==> config.mk <==
export PLATFORM = sky130hd
export DESIGN_NAME = phase_clkgen_flat
export DESIGN_NICKNAME = d
export VERILOG_FILES = /design/src/rtl/phase_clkgen_if.sv /design/src/rtl/phase_clkgen.sv /design/src/flat_wrapper.sv
export SDC_FILE = /design/constraint.sdc
export NUM_CORES = 1
export LEC_CHECK = 0
export ABC_AREA = 0
export ABC_CLOCK_PERIOD_IN_PS = 5450
export BUFFER_PORTS_ARGS = -buffer_cell sky130_fd_sc_hd__buf_2
export CORE_MARGIN = 2
export CORE_UTILIZATION = 25
export CTS_CLUSTER_SIZE = 16
export DETAILED_ROUTE_END_ITERATION = 8
export HOLD_SLACK_MARGIN = 0.1
export PLACE_DENSITY = 0.48
export SLEW_MARGIN = 20
export SYNTH_ARGS = -nofsm -noshare
export SYNTH_HDL_FRONTEND = slang
export SYNTH_SLANG_ARGS = --single-unit
==> constraint.sdc <==
create_clock -name clk -period 5.45 [get_ports clk]
set_input_delay 1.09 -clock clk [delete_from_list [all_inputs] [get_ports clk]]
set_output_delay 1.09 -clock clk [all_outputs]
set_load 0.1 [all_outputs]
==> src/rtl/phase_clkgen_if.sv <==
// Run/configuration bundle and generated clock outputs for phase_clkgen.
// Driven by a controller (master) and consumed by the generator (slave).
interface phase_clkgen_if #(
  parameter int CHANNELS = 4,
  parameter int DIV_W    = 8
);
  logic                run;
  logic                cfg_we;
  logic [3:0]          cfg_addr;
  logic                cfg_en;
  logic [DIV_W-1:0]    cfg_half;
  logic [DIV_W-1:0]    cfg_delay;
  logic [CHANNELS-1:0] out;
  logic                locked;

  modport master (
    output run, cfg_we, cfg_addr, cfg_en, cfg_half, cfg_delay,
    input  out, locked
  );

  modport slave (
    input  run, cfg_we, cfg_addr, cfg_en, cfg_half, cfg_delay,
    output out, locked
  );
endinterface

==> src/rtl/phase_clkgen.sv <==
// Multi-channel programmable clock generator with per-channel start delay.
// Outputs and locked are registered (one edge after the deciding state); no backpressure.
module phase_clkgen #(
  parameter int CHANNELS = 4,
  parameter int DIV_W    = 8
) (
  input  logic           clk,
  input  logic           rst_n,
  phase_clkgen_if.slave  bus
);

  typedef enum logic [1:0] {
    IDLE  = 2'd0,
    DELAY = 2'd1,
    RUN   = 2'd2
  } ch_state_t;

  localparam logic [DIV_W-1:0] CNT_ONE = DIV_W'(1);

  // Stored configuration
  logic [CHANNELS-1:0] en_q;
  logic [DIV_W-1:0]    half_q  [CHANNELS];
  logic [DIV_W-1:0]    delay_q [CHANNELS];

  // Channel state
  ch_state_t           state_q [CHANNELS];
  ch_state_t           state_d [CHANNELS];
  logic [DIV_W-1:0]    cnt_q   [CHANNELS];
  logic [DIV_W-1:0]    cnt_d   [CHANNELS];
  logic [DIV_W-1:0]    hact_q  [CHANNELS];
  logic [DIV_W-1:0]    hact_d  [CHANNELS];
  logic [CHANNELS-1:0] out_q;
  logic [CHANNELS-1:0] out_d;

  logic run_q;
  logic locked_q;
  logic locked_d;
  logic start;
  logic any_en;
  logic all_run;

  // Writes to addresses beyond the last channel simply match no channel.
  always_ff @(posedge clk or negedge rst_n) begin
    if (!rst_n) begin
      en_q <= '0;
      for (int i = 0; i < CHANNELS; i++) begin
        half_q[i]  <= '0;
        delay_q[i] <= '0;
      end
    end else begin
      for (int i = 0; i < CHANNELS; i++) begin
        if (bus.cfg_we && (bus.cfg_addr == 4'(i))) begin
          en_q[i]    <= bus.cfg_en;
          half_q[i]  <= bus.cfg_half;
          delay_q[i] <= bus.cfg_delay;
        end
      end
    end
  end

  always_comb begin
    start    = bus.run && !run_q;
    any_en   = 1'b0;
    all_run  = 1'b1;
    for (int i = 0; i < CHANNELS; i++) begin
      if (en_q[i]) begin
        any_en = 1'b1;
        if (state_q[i] != RUN) begin
          all_run = 1'b0;
        end
      end
    end
    locked_d = bus.run && run_q && any_en && all_run;

    for (int i = 0; i < CHANNELS; i++) begin
      state_d[i] = state_q[i];
      cnt_d[i]   = cnt_q[i];
      hact_d[i]  = hact_q[i];
      out_d[i]   = out_q[i];

      if (!bus.run) begin
        state_d[i] = IDLE;
        cnt_d[i]   = '0;
        out_d[i]   = 1'b0;
      end else if (start) begin
        // Start uses the configuration stored before this edge.
        out_d[i] = 1'b0;
        if (en_q[i]) begin
          state_d[i] = DELAY;
          cnt_d[i]   = delay_q[i];
          hact_d[i]  = half_q[i];
        end else begin
          state_d[i] = IDLE;
          cnt_d[i]   = '0;
        end
      end else if (!en_q[i]) begin
        state_d[i] = IDLE;
        cnt_d[i]   = '0;
        out_d[i]   = 1'b0;
      end else begin
        case (state_q[i])
          DELAY: begin
            if (cnt_q[i] != '0) begin
              cnt_d[i] = cnt_q[i] - CNT_ONE;
            end else begin
              out_d[i]   = 1'b1;
              cnt_d[i]   = hact_q[i];
              state_d[i] = RUN;
            end
          end
          RUN: begin
            // New half-period is picked up only at a toggle, so no runt pulse.
            if (cnt_q[i] != '0) begin
              cnt_d[i] = cnt_q[i] - CNT_ONE;
            end else begin
              out_d[i]  = ~out_q[i];
              hact_d[i] = half_q[i];
              cnt_d[i]  = half_q[i];
            end
          end
          default: begin
            state_d[i] = IDLE;
          end
        endcase
      end
    end
  end

  always_ff @(posedge clk or negedge rst_n) begin
    if (!rst_n) begin
      run_q    <= 1'b0;
      locked_q <= 1'b0;
      out_q    <= '0;
      for (int i = 0; i < CHANNELS; i++) begin
        state_q[i] <= IDLE;
        cnt_q[i]   <= '0;
        hact_q[i]  <= '0;
      end
    end else begin
      run_q    <= bus.run;
      locked_q <= locked_d;
      out_q    <= out_d;
      for (int i = 0; i < CHANNELS; i++) begin
        state_q[i] <= state_d[i];
        cnt_q[i]   <= cnt_d[i];
        hact_q[i]  <= hact_d[i];
      end
    end
  end

  assign bus.out    = out_q;
  assign bus.locked = locked_q;

endmodule

==> src/flat_wrapper.sv <==
// flat-port wrapper written by rule: the top's interface ports become plain ports
module phase_clkgen_flat 
#(
  parameter int CHANNELS = 4,
  parameter int DIV_W    = 8
)
  (clk, rst_n, bus_run, bus_cfg_we, bus_cfg_addr, bus_cfg_en, bus_cfg_half, bus_cfg_delay, bus_out, bus_locked);
  phase_clkgen_if #(.CHANNELS(CHANNELS), .DIV_W(DIV_W)) bus_i ();
  input  logic clk;
  input  logic rst_n;
  input wire logic [$bits(bus_i.run)-1:0] bus_run;
  input wire logic [$bits(bus_i.cfg_we)-1:0] bus_cfg_we;
  input wire logic [$bits(bus_i.cfg_addr)-1:0] bus_cfg_addr;
  input wire logic [$bits(bus_i.cfg_en)-1:0] bus_cfg_en;
  input wire logic [$bits(bus_i.cfg_half)-1:0] bus_cfg_half;
  input wire logic [$bits(bus_i.cfg_delay)-1:0] bus_cfg_delay;
  output wire logic [$bits(bus_i.out)-1:0] bus_out;
  output wire logic [$bits(bus_i.locked)-1:0] bus_locked;
  assign bus_i.run = bus_run;
  assign bus_i.cfg_we = bus_cfg_we;
  assign bus_i.cfg_addr = bus_cfg_addr;
  assign bus_i.cfg_en = bus_cfg_en;
  assign bus_i.cfg_half = bus_cfg_half;
  assign bus_i.cfg_delay = bus_cfg_delay;
  assign bus_out = bus_i.out;
  assign bus_locked = bus_i.locked;
  phase_clkgen #(.CHANNELS(CHANNELS), .DIV_W(DIV_W)) u_core (.clk(clk), .rst_n(rst_n), .bus(bus_i));
endmodule
==> flow_summary.ini, run 1 <==
[run_status]
status = finished clean

[sta]
slew_headroom_pct = 27.8
fin_crit_ps = 3090
tightest_slew_ps = 1080
setup_violations = 0
final.setup.worst_slack_ps = 2360
skew_ps = 12.2
maxSlewViolCount = 0
rsz0062_at_grt = no
final_hold_viol_count = 0
fin_hold_ws_ps = 502
timing.final.crit_share_pct = 56.7
clock.fmax_mhz = 323
setup_tns_ps = 0

[min_path]
holdPathEnd = u_core.hact_q[28]
hp-class = reg -> reg
hold_path_startpoint = u_core.hact_q[28]
holdPathStages = 1

[clock_tree]
cts_tree = done
cts_hold_buffers = 0
cts_buffer_depth = 2
clk_latency_ps = 430
h-tree-depth = 4
path_clk_slew_ps = 60
cts-resized-gates = 0
cts-buffers-inserted = 17
clockRootBuffer = clkbuf_16
post_cts_buffers = 0
clock-sinks = 146

[logic_synthesis]
synth_cells = 673
synth_cell_type_count = 58
async_flop_share_pct = 100
netlist_area_um2 = 7310
netlist_top_cells_area = dfrtp_1 (50%), mux2_2 (15%), nand2_1 (3.3%)
synth-seq-cells = 146
synth-seq-area-share_pct = 50.0
syn_area_per_cell_um2 = 10.9
synth_top_area_cell = dfrtp_1
ys_warn_count = 0
syn_nets = 706
synth_ff_type = dfrtp_1
synth_edf_count = 0
yosysTopAreaCellShare_pct = 50.0

[critical_path]
critPathArrivalTime_ps = 3400
rr_startpoint = u_core.cnt_q[24]
worstSetupPathType = reg -> reg
critical-path-max-stage-delay_ps = 610
rrSetupSlack_ps = 2360
cp-startpoint = u_core.cnt_q[24]
crit_buf_inv = 1
crit_path_max_fanout = 11
worstPathCellList = inv_1 > ha_1 > nor3b_1 > nand2_1 > o21ai_0 > nand3_1 > mux2_2
cpLargestDelayFamily = simple AND/OR/NAND/NOR gates
r2r_end = u_core.hact_q[30]
critical_path.slowest_cell = nor3b_1
start_kind = flip-flop
crit_required_ps = 5760
r2r_cells = 7
crit_path_end_kind = flip-flop

[place]
pre_cts_ws_ps = 2100
dp_hpwl_mm = 13.2
io_buffers = 29
place.gp.congestion = 0.811
placed_cell_area_um2 = 7870

[floorplan]
die_area_um2 = 30600
start_util_pct = 25.4
boundaryPins = 30
fp.coreArea_um2 = 28800
die_w_um = 175
die_y_um = 175
rows = 62

[power_and_ir_drop]
p_int_uw = 2720
power.leakage_uw = 0.00368
p_sw_uw = 1300
p_clk_share_pct = 31.7
max-vdd-ir-drop_uv = 224
p_per_area_nw_per_um2 = 472
swShare_pct = 32.4
seq_power_share_pct = 39.4
combPwrFrac_pct = 28.9

[global_route]
grt_max_degree = 78
grt_pass1_vias = 5258
grt-ovfl-total = 0
grt_pass1_wl_mm = 31.1
grt.total_usage_pct = 13.3
antenna_found_initial = 0

[final_layout]
drive_gt1_share_pct = 25.2
area_growth_pct = 16.4
final_cell_mix = dfrtp_1 (146), mux2_2 (100), nand2_1 (65)
layout.nets = 729
final_area_um2 = 8510
antenna_cells = 0
layout_commonest_cell = dfrtp_1

[drt]
drt_wl_total_mm = 19.5
vias = 5350
drt_iter0_markers = 369
ant_nets = 0
vias_per_cell = 4.90
remaining_drc_errors = 0
first_pass_iters = 5
wl_per_cell_um = 17.9

[run]
maxCapViolations = 0
## cells in the mapped netlist (all sizes together) (3+ instances only)
master and n:
nor3 14, xnor2 8, a211oi 15, a21oi 32
and2 8, nor2 38, mux2i 24, clkbuf 20
nand2b 10, o221ai 3, nand3 18, a32oi 4
a221oi 7, ha 8, xor2 5, o21bai 3
nor4 6, o21ai 35, a311oi 3, nand3b 3
nand4 6, o31a 3, and3 5, nor2b 10
a31oi 10, nand2 65, dfrtp 146, mux2 101
inv 14, nor3b 3, a22oi 4, buf 11
or2 3, o31ai 4, or3 5
## per-layer routing
metal | GRT usage [%] | up-vias | part of all wire [%] | routed length, µm
li1 | - | 2495 | - | -
met1 | 19.1 | 2734 | 50 | 9690
met2 | 20.2 | 106 | 46 | 8890
met3 | 2.92 | 15 | 3.8 | 745
met4 | 3.19 | 0 | 1.1 | 218
met5 | 0 | - | 0 | 0
## through the flow
stage	std cells	power, µW	utilization, %
after floorplan	673	2430	-
after global placement	1061	2750	27.3
after detailed placement	1061	2760	27.3
after CTS	1091	4050	29.5
after global routing	1091	4270	29.6
final	1091	4020	29.6
## logic make-up after synthesis
group                      share of synthesized area [%]
adders and majority gates                           1.37
DFF                                                 50.0
AOI/OAI and AO/OA                                   12.1
muxes                                               18.9
buffers and inverters                               2.43
and+or+nand+nor                                     13.7
xor gates and xnor gates                            1.56
## sequential cells by signal, indices dropped and copies added (netlist names)
| signal | cells |
|---|---|
| u_core.cnt_q | 32 |
| u_core.delay_q | 32 |
| u_core.hact_q | 32 |
| u_core.half_q | 32 |
| u_core.state_q | 8 |
| u_core.bus.out | 4 |
| u_core.en_q | 4 |
| u_core.bus.locked | 1 |
| u_core.run_q | 1 |
## worst register-to-register path, stage by stage (launching register included)
cell	delay, ps
dfrtp_1	400
inv_1	120
ha_1	220
nor3b_1	610
nand2_1	520
o21ai_0	290
nand3_1	390
mux2_2	420
## power by group through the flow
stage	clock network [µW]	registers (µW)	logic (µW)
finish	1270	1580	1160
floorplan	0	1530	900
global placement	0	1600	1150
detailed placement	0	1600	1160
global route	1350	1630	1290
CTS	1300	1580	1160
## area by class of cell
| type | count | area (µm²) |
|---|---|---|
| clock inverter | 11 | 186 |
| timing repair buffer | 35 | 196 |
| sequential | 146 | 3650 |
| fill | 2932 | 20300 |
| clock buffer | 19 | 443 |
| inverter | 14 | 52.6 |
| multi-input combinational | 482 | 3490 |
| tap | 384 | 480 |
## how the worst max path moves through the flow
stage	to	cells past startpoint
after global routing	u_core.hact_q[26]	7
after CTS	u_core.hact_q[24]	7
final	u_core.hact_q[30]	7
after floorplan	u_core.delay_q[25]	5
after detailed placement	u_core.cnt_q[15]	6
after global placement	u_core.cnt_q[17]	5
(Power assumes the default switching activity.)
==> run 2, diff against run 1 <==
--- a/config.mk
+++ b/config.mk
@@ -6,14 +6,14 @@
 export NUM_CORES = 1
 export LEC_CHECK = 0
 export ABC_AREA = 0
-export ABC_CLOCK_PERIOD_IN_PS = 5450
+export ABC_CLOCK_PERIOD_IN_PS = 2770
 export BUFFER_PORTS_ARGS = -buffer_cell sky130_fd_sc_hd__buf_2
 export CORE_MARGIN = 2
 export CORE_UTILIZATION = 25
 export CTS_CLUSTER_SIZE = 16
 export DETAILED_ROUTE_END_ITERATION = 8
 export HOLD_SLACK_MARGIN = 0.1
-export PLACE_DENSITY = 0.48
+export PLACE_DENSITY = 0.49
 export SLEW_MARGIN = 20
 export SYNTH_ARGS = -nofsm -noshare
 export SYNTH_HDL_FRONTEND = slang
==> constraint.sdc (replaced) <==
create_clock -name clk -period 2.77 [get_ports clk]
set_input_delay 0.554 -clock clk [delete_from_list [all_inputs] [get_ports clk]]
set_output_delay 0.554 -clock clk [all_outputs]
set_load 0.1 [all_outputs]
==> flow_summary.ini, run 2 (same netlist as run 1, synthesis figures left out) <==
[power_and_ir_drop]
p_clk_share_pct = 31.8
swShare_pct = 33.1
combPwrFrac_pct = 28.9
max-vdd-ir-drop_uv = 535
p_sw_uw = 2630
seq_power_share_pct = 39.3
p_per_area_nw_per_um2 = 919
power.leakage_uw = 0.00377
p_int_uw = 5320

[sta]
clock.fmax_mhz = 420
setup_violations = 0
maxSlewViolCount = 0
slew_headroom_pct = 49.2
final.setup.worst_slack_ps = 387
final_hold_viol_count = 0
fin_crit_ps = 2380
tightest_slew_ps = 761
timing.final.crit_share_pct = 86.0
setup_tns_ps = 0
rsz0062_at_grt = no
skew_ps = 7.25

[floorplan]
die_w_um = 175
start_util_pct = 25.4
rows = 62
boundaryPins = 30
die_area_um2 = 30600
fp.coreArea_um2 = 28800
die_y_um = 175

[critical_path]
start_kind = flip-flop
critPathCapture = u_core.hact_q[1]
crit_path_max_fanout = 8
crit_required_ps = 3080
rr_startpoint = u_core.cnt_q[0]
r2r_end = u_core.hact_q[1]
critPathArrivalTime_ps = 2690
r2r_cells = 7
worstSetupPathType = reg -> reg
crit_path_end_kind = flip-flop
cp-startpoint = u_core.cnt_q[0]
rrSetupSlack_ps = 390

[global_route]
grt_pass1_vias = 5294
grt-ovfl-total = 0
grt.total_usage_pct = 13.3
grt_pass1_wl_mm = 31.1
grt_max_degree = 61
antenna_found_initial = 0

[final_layout]
multi_input_area_um2 = 3480
area_growth_pct = 18.5
layout_commonest_cell = dfrtp_1
layout.nets = 747
final_area_um2 = 8660
drive_gt1_share_pct = 27.0
layout.cells.non_filler = 1111
final_cell_mix = dfrtp_1 (146), mux2_2 (100), nand2_1 (65)
regArea_um2 = 3650
antenna_cells = 0
n_fill_cell = 2953

[drt]
remaining_drc_errors = 0
wl_per_cell_um = 17.8
vias = 5363
vias_per_cell = 4.83
first_pass_iters = 4
ant_nets = 0
drt_wl_total_mm = 19.7
drt_iter0_markers = 324

[min_path]
hold_path_startpoint = bus_cfg_delay[3]
hp-class = in -> reg

[place]
place.gp.congestion = 0.823
dp_hpwl_mm = 13.7
dpl.cell_count = 1078
io_buffers = 29
pre_cts_ws_ps = 414
placed_cell_area_um2 = 8010

[clock_tree]
clockRootBuffer = clkbuf_16
clk_latency_ps = 430
path_clk_slew_ps = 60
cts_buffer_depth = 2
cts-buffers-inserted = 17
post_cts_buffers = 0
h-tree-depth = 4
cts_tree = done
cts-resized-gates = 0
clock-sinks = 146

[run]
maxCapViolations = 0

[run_status]
status = finished clean
run 2: cell count changes in the layout (fill, tap and decap cells not counted), moves of 2 or more:
cell,delta
buf_4,+16
clkinv_2,-3
clkinv_4,+3
inv_6,+2
nor3_1,+2
nor3_2,-2
run 2: power groups by stage:
stage	Sequential, µW	Clock (µW)	Combinational, µW
after floorplan	3020	0	1770
after global placement	3150	0	2300
after detailed placement	3160	0	2300
after CTS	3120	2570	2320
after global routing	3210	2670	2570
final	3120	2530	2300
run 2: worst min path at each step:
stage,end,depth (start not counted)
5_1_grt,u_core.delay_q[27],2
3_5_place_dp,u_core.delay_q[4],1
2_1_floorplan,u_core.bus.locked,0
4_1_cts,u_core.en_q[3],2
3_3_place_gp,u_core.delay_q[4],1
6_report,u_core.delay_q[3],2
run 2: per-stage QoR:
stage	util, %	hold WS [ps]	total power (µW)
after floorplan	-	258	4790
after global routing	30.1	474	8450
after global placement	27.8	488	5450
after CTS	30.1	464	8010
after detailed placement	27.8	485	5460
final	30.1	479	7960
run 2: per-layer routing:
metal | vias up | track usage (%) | routed length [µm]
li1 | 2541 | - | -
met3 | 18 | 2.28 | 955
met4 | 0 | 4.48 | 272
met1 | 2734 | 18.7 | 9530
met5 | - | 0 | 0
met2 | 70 | 20.9 | 8960
run 2: critical path: stages, from the launching register on:
cell	delay [ps]
dfrtp_1	420
inv_1	120
ha_1	200
or4b_1	460
nor2b_1	190
nand2_1	100
a21oi_2	390
mux2_2	390
run 2: layout make-up:
| cell class | count | area share [%] |
|---|---|---|
| well taps | 384 | 5.55 |
| clock buffers | 18 | 5.07 |
| flip-flops and latches | 146 | 42.2 |
| multi-input cells | 482 | 40.2 |
| repair buffers | 53 | 4.00 |
| clock inverters | 14 | 2.36 |
| inverters | 14 | 0.607 |
run 2: what timing repair did:
item                       in CTS  in global routing
hold buffers                    1                  0
hold endpoints to repair       34                  0
setup endpoints to repair       0                  0
==> run 3, diff against run 2 <==
--- a/config.mk
+++ b/config.mk
@@ -8,12 +8,15 @@
 export ABC_AREA = 0
 export ABC_CLOCK_PERIOD_IN_PS = 2770
 export BUFFER_PORTS_ARGS = -buffer_cell sky130_fd_sc_hd__buf_2
+export CELL_PAD_IN_SITES_DETAIL_PLACEMENT = 0
+export CELL_PAD_IN_SITES_GLOBAL_PLACEMENT = 1
 export CORE_MARGIN = 2
 export CORE_UTILIZATION = 25
 export CTS_CLUSTER_SIZE = 16
 export DETAILED_ROUTE_END_ITERATION = 8
+export GPL_ROUTABILITY_DRIVEN = 0
 export HOLD_SLACK_MARGIN = 0.1
-export PLACE_DENSITY = 0.49
+export PLACE_DENSITY = 0.56
 export SLEW_MARGIN = 20
 export SYNTH_ARGS = -nofsm -noshare
 export SYNTH_HDL_FRONTEND = slang
==> flow_summary.ini, run 3 (same netlist as run 1, synthesis figures left out) <==
[drt]
first_pass_iters = 5
vias_per_cell = 4.79
drt_iter0_markers = 340
wl_per_cell_um = 18.1
remaining_drc_errors = 0
vias = 5305
drt_wl_total_mm = 20.1
ant_nets = 0

[final_layout]
layout.cells.non_filler = 1107
n_fill_cell = 2988
area_growth_pct = 17.2
layout.nets = 743
antenna_cells = 0
final_util_pct = 29.8
final_cell_mix = dfrtp_1 (146), mux2_2 (100), nand2_1 (65)
drive_gt1_share_pct = 26.4
layout_commonest_cell = dfrtp_1

[sta]
slew_headroom_pct = 45.8
setup_tns_ps = 0
skew_ps = 9.09
timing.final.crit_share_pct = 88.5
tightest_slew_ps = 811
fin_crit_ps = 2450
clock.fmax_mhz = 408
final.setup.worst_slack_ps = 320
maxSlewViolCount = 0
rsz0062_at_grt = no
setup_violations = 0
final_hold_viol_count = 0

[floorplan]
start_util_pct = 25.4
fp.coreArea_um2 = 28800
rows = 62
die_y_um = 175
die_w_um = 175
boundaryPins = 30
die_area_um2 = 30600

[power_and_ir_drop]
p_total_uw = 7700
p_per_area_nw_per_um2 = 898
power.leakage_uw = 0.00372
seq_power_share_pct = 40.5
p_clk_share_pct = 29.6
combPwrFrac_pct = 29.9
swShare_pct = 34.4
max-vdd-ir-drop_uv = 345
p_sw_uw = 2650
p_int_uw = 5050

[clock_tree]
clock-sinks = 146
cts-resized-gates = 0
post_cts_buffers = 0
cts_tree = done
clk_latency_ps = 430
cts-buffers-inserted = 17
cts_buffer_depth = 2
h-tree-depth = 4
path_clk_slew_ps = 60
clockRootBuffer = clkbuf_16

[place]
io_buffers = 29
dp_hpwl_mm = 13.7
dpl.cell_count = 1074
pre_cts_ws_ps = 368

[global_route]
grt_pass1_wl_mm = 31.9
grt_max_degree = 54
antenna_found_initial = 1
grt_pass1_vias = 5353
grt.total_usage_pct = 13.7
grt-ovfl-total = 0

[run]
maxCapViolations = 0

[critical_path]
worstPathCellList = inv_1 > ha_1 > or4b_1 > nor2b_1 > nand2_1 > a21oi_2 > mux2_2
worstSetupPathType = reg -> reg
crit_required_ps = 3080
critical_path.slowest_cell = or4b_1
critical-path-max-stage-delay_ps = 490
critPathArrivalTime_ps = 2760
crit_path_end_kind = flip-flop
start_kind = flip-flop
crit_path_max_fanout = 8

[min_path]
hp-class = in -> reg

[run_status]
status = finished clean
[run 3: what timing repair did]
action | in CTS | in global routing
endpoints found under the setup margin | 0 | 0
hold buffers | 1 | 0
hold endpoints to repair | 40 | 0
[run 3: layout make-up]
type,instances,area [µm²],share of cell area [%]
Clock buffer,19,443,5.17
Clock inverter,13,128,1.49
Inverter,14,52.6,0.613
Multi-Input combinational cell,482,3480,40.6
Sequential cell,146,3650,42.6
Tap cell,384,480,5.61
Timing Repair Buffer,49,329,3.84
[run 3: routing by layer]
layer / up-vias / global-route usage [%] / wire [µm]
met5: - / 0 / 0
li1: 2533 / - / -
met4: 0 / 3.78 / 148
met1: 2660 / 20.0 / 10300
met3: 15 / 2.85 / 833
met2: 97 / 20.5 / 8760
[run 3: per-stage QoR]
step	hold slack, ps	cell area, µm²
after global routing	407	8570
after detailed placement	489	7990
after global placement	484	7990
after floorplan	258	7310
after CTS	401	8570
final	422	8570
[run 3: path summary, 6_finish.rpt]
path | end | slack, ps | cells after the start | start
max in group asynchronous | u_core.delay_q[16] | 1500 | 3 | rst_n
min in group asynchronous | u_core.bus.out[3] | 620 | 2 | rst_n
worst max-delay path | u_core.hact_q[2] | 320 | 7 | u_core.cnt_q[0]
worst max register to register | u_core.hact_q[2] | 320 | 7 | u_core.cnt_q[0]
worst min-delay path | u_core.run_q | 420 | 1 | bus_run
worst min register to register | u_core.hact_q[15] | 500 | 1 | u_core.hact_q[15]
[run 3: power by group through the flow]
stage	logic, µW	registers [µW]	clock network (µW)
2_1_floorplan	1770	3020	0
3_3_place_gp	2310	3140	0
3_5_place_dp	2320	3150	0
4_1_cts	2330	3110	2340
5_1_grt	2580	3200	2420
6_report	2300	3120	2280
[run 3: critical path, delay by kind of cell, from the launching register on]
kind	cells	cell delay [ps]
flip-flops	1	420
AND/OR/NAND/NOR	3	740
AO/OA/AOI/OAI	1	450
multiplexers	1	400
adder cells (fa/ha/maj)	1	210
buffers and inverters	1	120
